<file path="src/rtl/regbank_pkg.sv">
// Shared register-bank widths and grant encodings for the writeback arbiter.
package regbank_pkg;

  localparam int DATA_WIDTH_DEF = 64;
  localparam int ADDR_WIDTH_DEF = 5;
  localparam int CNT_WIDTH      = 16;

  typedef enum logic {
    GRANT_A = 1'b0,
    GRANT_B = 1'b1
  } grant_e;

endpackage

</file>
<file path="src/rtl/rr_arbiter2.sv">
// Two-way round-robin selector: on contention the side not granted last wins.
module rr_arbiter2
  import regbank_pkg::*;
(
  input  logic [1:0] req,
  input  grant_e     lastGrant,
  output logic [1:0] grant
);

  always_comb begin
    grant = 2'b00;
    case (req)
      2'b01:   grant = 2'b01;
      2'b10:   grant = 2'b10;
      2'b11:   grant = (lastGrant == GRANT_B) ? 2'b01 : 2'b10;
      default: grant = 2'b00;
    endcase
  end

endmodule

</file>
<file path="src/rtl/reg_write_arbiter.sv">
// Arbitrates ALU (A) and load (B) writebacks onto one register-bank write port,
// with a single registered output stage and a saturating contention counter.
module reg_write_arbiter
  import regbank_pkg::*;
#(
  parameter int DATA_WIDTH = DATA_WIDTH_DEF,
  parameter int ADDR_WIDTH = ADDR_WIDTH_DEF
) (
  input  logic                  clock,
  input  logic                  reset,
  input  logic                  aValid,
  input  logic [ADDR_WIDTH-1:0] aRd,
  input  logic [DATA_WIDTH-1:0] aData,
  output logic                  aReady,
  input  logic                  bValid,
  input  logic [ADDR_WIDTH-1:0] bRd,
  input  logic [DATA_WIDTH-1:0] bData,
  output logic                  bReady,
  output logic                  regWrite,
  output logic [ADDR_WIDTH-1:0] rd,
  output logic [DATA_WIDTH-1:0] writeData,
  output logic [CNT_WIDTH-1:0]  conflictCount
);

  function automatic logic [CNT_WIDTH-1:0] sat_inc(input logic [CNT_WIDTH-1:0] v);
    return (v == {CNT_WIDTH{1'b1}}) ? v : v + 1'b1;
  endfunction

  logic                  aZero, bZero;
  logic [1:0]            req_p0, grant_p0;
  logic                  contend_p0;
  grant_e                lastGrant;

  logic                  vld_p1;
  logic [ADDR_WIDTH-1:0] rd_p1;
  logic [DATA_WIDTH-1:0] data_p1;
  logic [CNT_WIDTH-1:0]  cnt_p1;

  // Stage 0: request decode and combinational grant
  assign aZero      = (aRd == '0);
  assign bZero      = (bRd == '0);
  assign req_p0     = {bValid & ~bZero & ~reset, aValid & ~aZero & ~reset};
  assign contend_p0 = &req_p0;

  rr_arbiter2 u_rr (
    .req       (req_p0),
    .lastGrant (lastGrant),
    .grant     (grant_p0)
  );

  // x0 writes are absorbed immediately without taking a grant
  assign aReady = aValid & ~reset & (aZero | grant_p0[0]);
  assign bReady = bValid & ~reset & (bZero | grant_p0[1]);

  // Stage 1: registered write port
  always_ff @(posedge clock or posedge reset) begin
    if (reset) begin
      vld_p1    <= 1'b0;
      rd_p1     <= '0;
      data_p1   <= '0;
      cnt_p1    <= '0;
      lastGrant <= GRANT_B;
    end else begin
      vld_p1 <= |grant_p0;
      if (grant_p0[0]) begin
        rd_p1     <= aRd;
        data_p1   <= aData;
        lastGrant <= GRANT_A;
      end else if (grant_p0[1]) begin
        rd_p1     <= bRd;
        data_p1   <= bData;
        lastGrant <= GRANT_B;
      end
      if (contend_p0) cnt_p1 <= sat_inc(cnt_p1);
    end
  end

  assign regWrite      = vld_p1;
  assign rd            = rd_p1;
  assign writeData     = data_p1;
  assign conflictCount = cnt_p1;

endmodule
</file>
<file path="config.mk">
export PLATFORM = sky130hd
export DESIGN_NAME = reg_write_arbiter
export DESIGN_NICKNAME = d
export VERILOG_FILES = /design/src/rtl/regbank_pkg.sv /design/src/rtl/rr_arbiter2.sv /design/src/rtl/reg_write_arbiter.sv
export SDC_FILE = /design/constraint.sdc
export NUM_CORES = 1
export LEC_CHECK = 0
export CORE_MARGIN = 3
export CORE_UTILIZATION = 35
export CTS_BUF_LIST = sky130_fd_sc_hd__clkbuf_8 sky130_fd_sc_hd__clkbuf_16
export CTS_CLUSTER_DIAMETER = 80
export CTS_CLUSTER_SIZE = 8
export DETAILED_ROUTE_END_ITERATION = 16
export PLACE_DENSITY = 0.76
export SETUP_SLACK_MARGIN = 0.4
export SYNTH_ARGS = -nofsm -noshare
export SYNTH_HDL_FRONTEND = slang
export SYNTH_SLANG_ARGS = --single-unit
</file>
<file path="constraint.sdc">
create_clock -name clock -period 5 [get_ports clock]
set_input_delay 0.75 -clock clock [delete_from_list [all_inputs] [get_ports clock]]
set_output_delay 0.75 -clock clock [all_outputs]
set_load 0.005 [all_outputs]
</file>
# Yosys cells after proc, flatten, opt, wreduce, memory -nomap -nowiden
# Cells that the tools add are included.
# W data, S select, Z words.
# totals
register_bits	87
ram_bits	0
romBits	0
out_inout_bits	88
n_memories	0
wordCells	37
latch_bits	0
# op_classes
order_cmp	0
reduce_logical	5
multipliers	0
n_bitwise	14
addsub	1
n_mux	8
div_mod_pow	0
shifts	0
n_eq_ne	4
# ops
operator	count
$mux W64	2
$add A16 B1 Y16 const B	1
$eq A16 B16 Y1 const B	1
$logic_not A5 Y1	2
$mux W5	2
$and A1 B1 Y1	8
$pmux W2 S3	1
$eq A2 B2 Y1 const B	2
$not A1 Y1	4
$reduce_and A3 Y1	1
$eq A2 B1 Y1 const B	1
$mux W1	2
$mux W2	1
$or A1 B1 Y1	2
$reduce_bool A2 Y1	1
$reduce_or A2 Y1	1

# Longest topological paths before layout
# logic_depth
depth_word	8
mapped_depth	8

# By module
# A second synthesis with hierarchy kept.
# hier_totals
cells_unflattened	385
area_unflattened_um2	4071.4
# modules_own_cells
mod	n_inst	cells_per_inst	area_per_inst_um2	seq_area_each_um2
reg_write_arbiter	1	382	4052.6	2178.3
rr_arbiter2	1	3	18.8	0.0

# Worst setup path after synthesis
# OpenSTA, ideal clock, no wires.
# synth_timing
path_type	in2out
startpoint	input reset
endpoint	output bReady
setup_slack_ns	1.335
path_stages	2
arrival_ns	2.915
required_time_ns	4.250
cell_sequence	inv_1 o211a_1
# synth_via
elab_chain_cells	6
# synth_rtl
element	line	source
start, declared	reg_write_arbiter.sv:10	input logic reset,
$not A1 Y1 (*)	reg_write_arbiter.sv:42, reg_write_arbiter.sv:53	
$and A1 B1 Y1	reg_write_arbiter.sv:42	assign req_p0 = {bValid & ~bZero & ~reset, aValid & ~aZero & ~reset};
$eq A2 B2 Y1 or $eq A2 B1 Y1 (tied branches)	rr_arbiter2.sv:12	case (req)
$pmux W2 S3	rr_arbiter2.sv:12	
$or A1 B1 Y1	reg_write_arbiter.sv:53	assign bReady = bValid & ~reset & (bZero | grant_p0[1]);
$and A1 B1 Y1 (*)	reg_write_arbiter.sv:53	
end, declared	reg_write_arbiter.sv:18	output logic bReady,
# Every way passes the cells marked *; elsewhere a longest branch is shown, timed or not.

# Worst setup path in the final report
# layout_timing
startpoint	input bRd[1]
endpoint	output aReady
# layout_via
elab_chain_cells	8
# layout_rtl
element	line	source
start, declared	reg_write_arbiter.sv:16	input logic [ADDR_WIDTH-1:0] bRd,
$logic_not A5 Y1 (*)	reg_write_arbiter.sv:41	assign bZero = (bRd == '0);
$not A1 Y1 (*)	reg_write_arbiter.sv:42	
$and A1 B1 Y1 (*) (2 in a row)	reg_write_arbiter.sv:42	
$eq A2 B2 Y1 or $eq A2 B1 Y1 (tied branches)	rr_arbiter2.sv:12	
$pmux W2 S3 (*)	rr_arbiter2.sv:12	
$or A1 B1 Y1 (*)	reg_write_arbiter.sv:52	assign aReady = aValid & ~reset & (aZero | grant_p0[0]);
$and A1 B1 Y1 (*)	reg_write_arbiter.sv:52	
end, declared	reg_write_arbiter.sv:14	output logic aReady,
# Marked as above.

==> impl_metrics.py <==
metrics = {
    "outcome": {
        "status": "completed",
    },
    "cells_and_area": {
        "area.growth.synth_to_final_pct": 66.8,
        "antenna_cells": 0,
        "final_cells": 756,
        "fin_area_um2": 6420,
        "fin_nets": 758,
        "drive_gt1_frac": 0.0468,
    },
    "worst_hold_path": {
        "hold-path-endpoint": "writeData[49]",
        "whs_path_depth": 2,
        "hold_start": "writeData[49]",
        "hold_class": "reg2reg",
    },
    "sta": {
        "worst-slew-pin-transition_ps": 1120,
        "tns_ps": 0,
        "min_period_ps": 3630,
        "min_period_over_period": 0.726,
        "setup_viol_count_final": 0,
        "maxSlewHeadroom": 0.255,
        "clock_skew_ps": 6.89,
        "rsz0062_at_grt": "no",
        "finalWorstSetupSlack_ps": 1370,
        "fin_hold_ws_ps": 502,
        "hold_viol": 0,
        "finalMaxSlewViolations": 0,
        "fmax_mhz": 275,
    },
    "setup_path": {
        "crit_slowest_cell": "or4_1",
        "crit_top_cell": "clkdlybuf4s50_1",
        "cp-end-kind": "output pin",
        "cp.arrival_ps": 2880,
        "cp-start-kind": "primary input",
        "r2r_start": "conflictCount[0]",
        "rr_worst_depth": 7,
        "path_max_fanout": 7,
        "r2r-end": "conflictCount[4]",
        "slowest_delay_ps": 610,
        "crit_chain": "clkdlybuf4s50_1, or4_1, o21ai_2, nor3_1, nor2_1, clkdlybuf4s50_1",
        "worstPathRequired_ps": 4250,
        "crit_type": "in2out",
        "ff2ff_setup_slack_ps": 2920,
    },
    "routing": {
        "routedWlPerCell_um": 17.1,
        "top_layer": "met4",
        "wl_met1_um": 5390,
        "wl_met3_um": 940,
        "routed_wl_um": 12900,
        "first_pass_iters": 4,
        "vias": 3861,
        "vias_per_cell": 5.11,
        "ant_nets": 0,
        "met2_length_um": 6270,
        "route.detailed.drc": 0,
        "drtIter0Drc": 242,
    },
    "global_routing": {
        "grt_first_pass_wirelength_um": 20500,
        "grt_usage": 0.207,
        "grt_remaining_overflow": 0,
        "antenna_found_initial": 0,
        "grt_max_degree": 88,
        "grt_pass1_vias": 3934,
    },
    "power": {
        "power.density_nw_per_um2": 303,
        "peakVddDrop_mv": 0.185,
        "leakage_nw": 2.83,
    },
    "cts": {
        "cts_buffer_depth": 2,
        "htreeDepth": 3,
        "post_cts.repair.setup_buffers": 0,
        "cts_sinks": 87,
        "postCtsHoldBufs": 0,
        "clk_pin_slew_ps": 80,
        "cts_buffers": 9,
        "insertion_delay_ps": 350,
        "cts_tree": "done",
        "root_buffer": "clkbuf_8",
        "post_cts_resized": 0,
    },
    "placement": {
        "placed_cell_area_um2": 6240,
        "dp_slack_ps": 1380,
        "portBuffers": 229,
        "dp_hpwl_um": 9450,
        "place_inst": 740,
        "gp_congestion": 0.912,
    },
    "synthesis": {
        "synth-seq-cells": 87,
        "synth_fa_ha_area_frac": 0.00325,
        "synth_area_per_cell_um2": 9.79,
        "synth_nets": 536,
        "yosys-top-cells-area": "dfrtp_1 (56%), nand2_1 (14%), a22oi_1 (13%), xnor2_1 (2.0%), buf_2 (1.7%)",
        "synth_compound_area_frac": 0.160,
        "synthMostInstantiatedCell": "nand2_1",
        "synth_cell_types": 37,
        "yosysTopAreaCellShare": 0.559,
        "muxShareOfSynthArea": 0.0117,
        "synth_top_cells_by_count": "nand2_1 (144), dfrtp_1 (86), a22oi_1 (69), buf_2 (13), nand3_1 (10)",
        "synth_edf_count": 0,
        "synth_cells": 393,
        "synth-seq-area-share": 0.566,
        "synth.cell_area_um2": 3850,
        "synth-simple-area-share": 0.194,
        "yosys.area.top_type": "dfrtp_1",
        "ys_warn_count": 0,
        "synthArstFlopShare": 1.00,
        "synth_top_family_by_area": "simple AND/OR/NAND/NOR gates",
        "synth_xor_area_frac": 0.0250,
        "ys.flop_type": "dfrtp_1",
    },
    "floorplan": {
        "core_area_um2": 10500,
        "core.rowCount": 37,
        "start_util": 0.366,
        "die_x_um": 111,
        "fp.dieH_um": 111,
        "die_area_um2": 12300,
        "io_pins": 230,
    },
    "flow_run": {
        "cap_violations": 0,
    },
}
[layer usage]
metal / vias up / track usage
li1: 1807 / -
met5: - / 0
met1: 1852 / 0.252
met4: 0 / 0.0829
met2: 177 / 0.351
met3: 25 / 0.0508
[final cells by class]
class,count,area [µm²]
Timing Repair Buffer,237,2350
Inverter,4,16.3
Clock inverter,7,52.6
Clock buffer,9,124
Multi-Input combinational cell,276,1530
Sequential cell,87,2180
Tap cell,136,170
Fill cell,917,4090
[worst max-delay path by stage]
stage,from,end,slack (ps),depth (start not counted)
after floorplan,reset,bReady,1340,2
after global routing,bRd[1],aReady,1280,6
after global placement,bRd[1],aReady,1420,6
after detailed placement,bRd[1],aReady,1380,6
final,bRd[1],aReady,1370,6
after CTS,bRd[1],aReady,1370,6
[power by group]
part	switching, mW	internal [mW]
clock	0.234	0.221
sequential	0.0763	0.817
combinational	0.222	0.371
total	0.533	1.41
[critical path, delay by kind of cell]
| family | cells | cell delay [ps] |
|---|---|---|
| AND/OR/NAND/NOR | 3 | 820 |
| buffers and inverters | 2 | 950 |
| AO/OA/AOI/OAI | 1 | 360 |
[logic make-up (layout without fill, tap and decap cells)]
logic type | after synthesis | in the layout
compound gates | 82 | 82
simple gates | 178 | 178
fa+ha+maj | 1 | 1
flops | 87 | 87
mux | 4 | 4
xor+xnor | 11 | 11
buf+inv | 30 | 257
[sequential cells by signal (all words and copies together), names as in the netlist]
name	count
rd	5
writeData	64
regWrite	1
conflictCount	16
lastGrant	1
[through the flow]
step,utilization,total power [mW]
2_1_floorplan,-,1.10
3_3_place_gp,0.594,1.49
3_5_place_dp,0.594,1.51
4_1_cts,0.611,1.97
5_1_grt,0.611,2.06
6_report,0.611,1.94
[cell usage in the layout, fill, tap and decap left out, drive strengths merged, types with 5 or more instances in the layout]
cell type	Yosys	final
clkdlybuf4s50	0	229
a22oi	69	69
inv	4	9
buf	17	8
nand3	10	10
xnor2	9	9
nand2	144	144
nand4	5	5
dfrtp	86	86
clkbuf	9	9
Note: power is estimated with default switching activity, not from simulation.
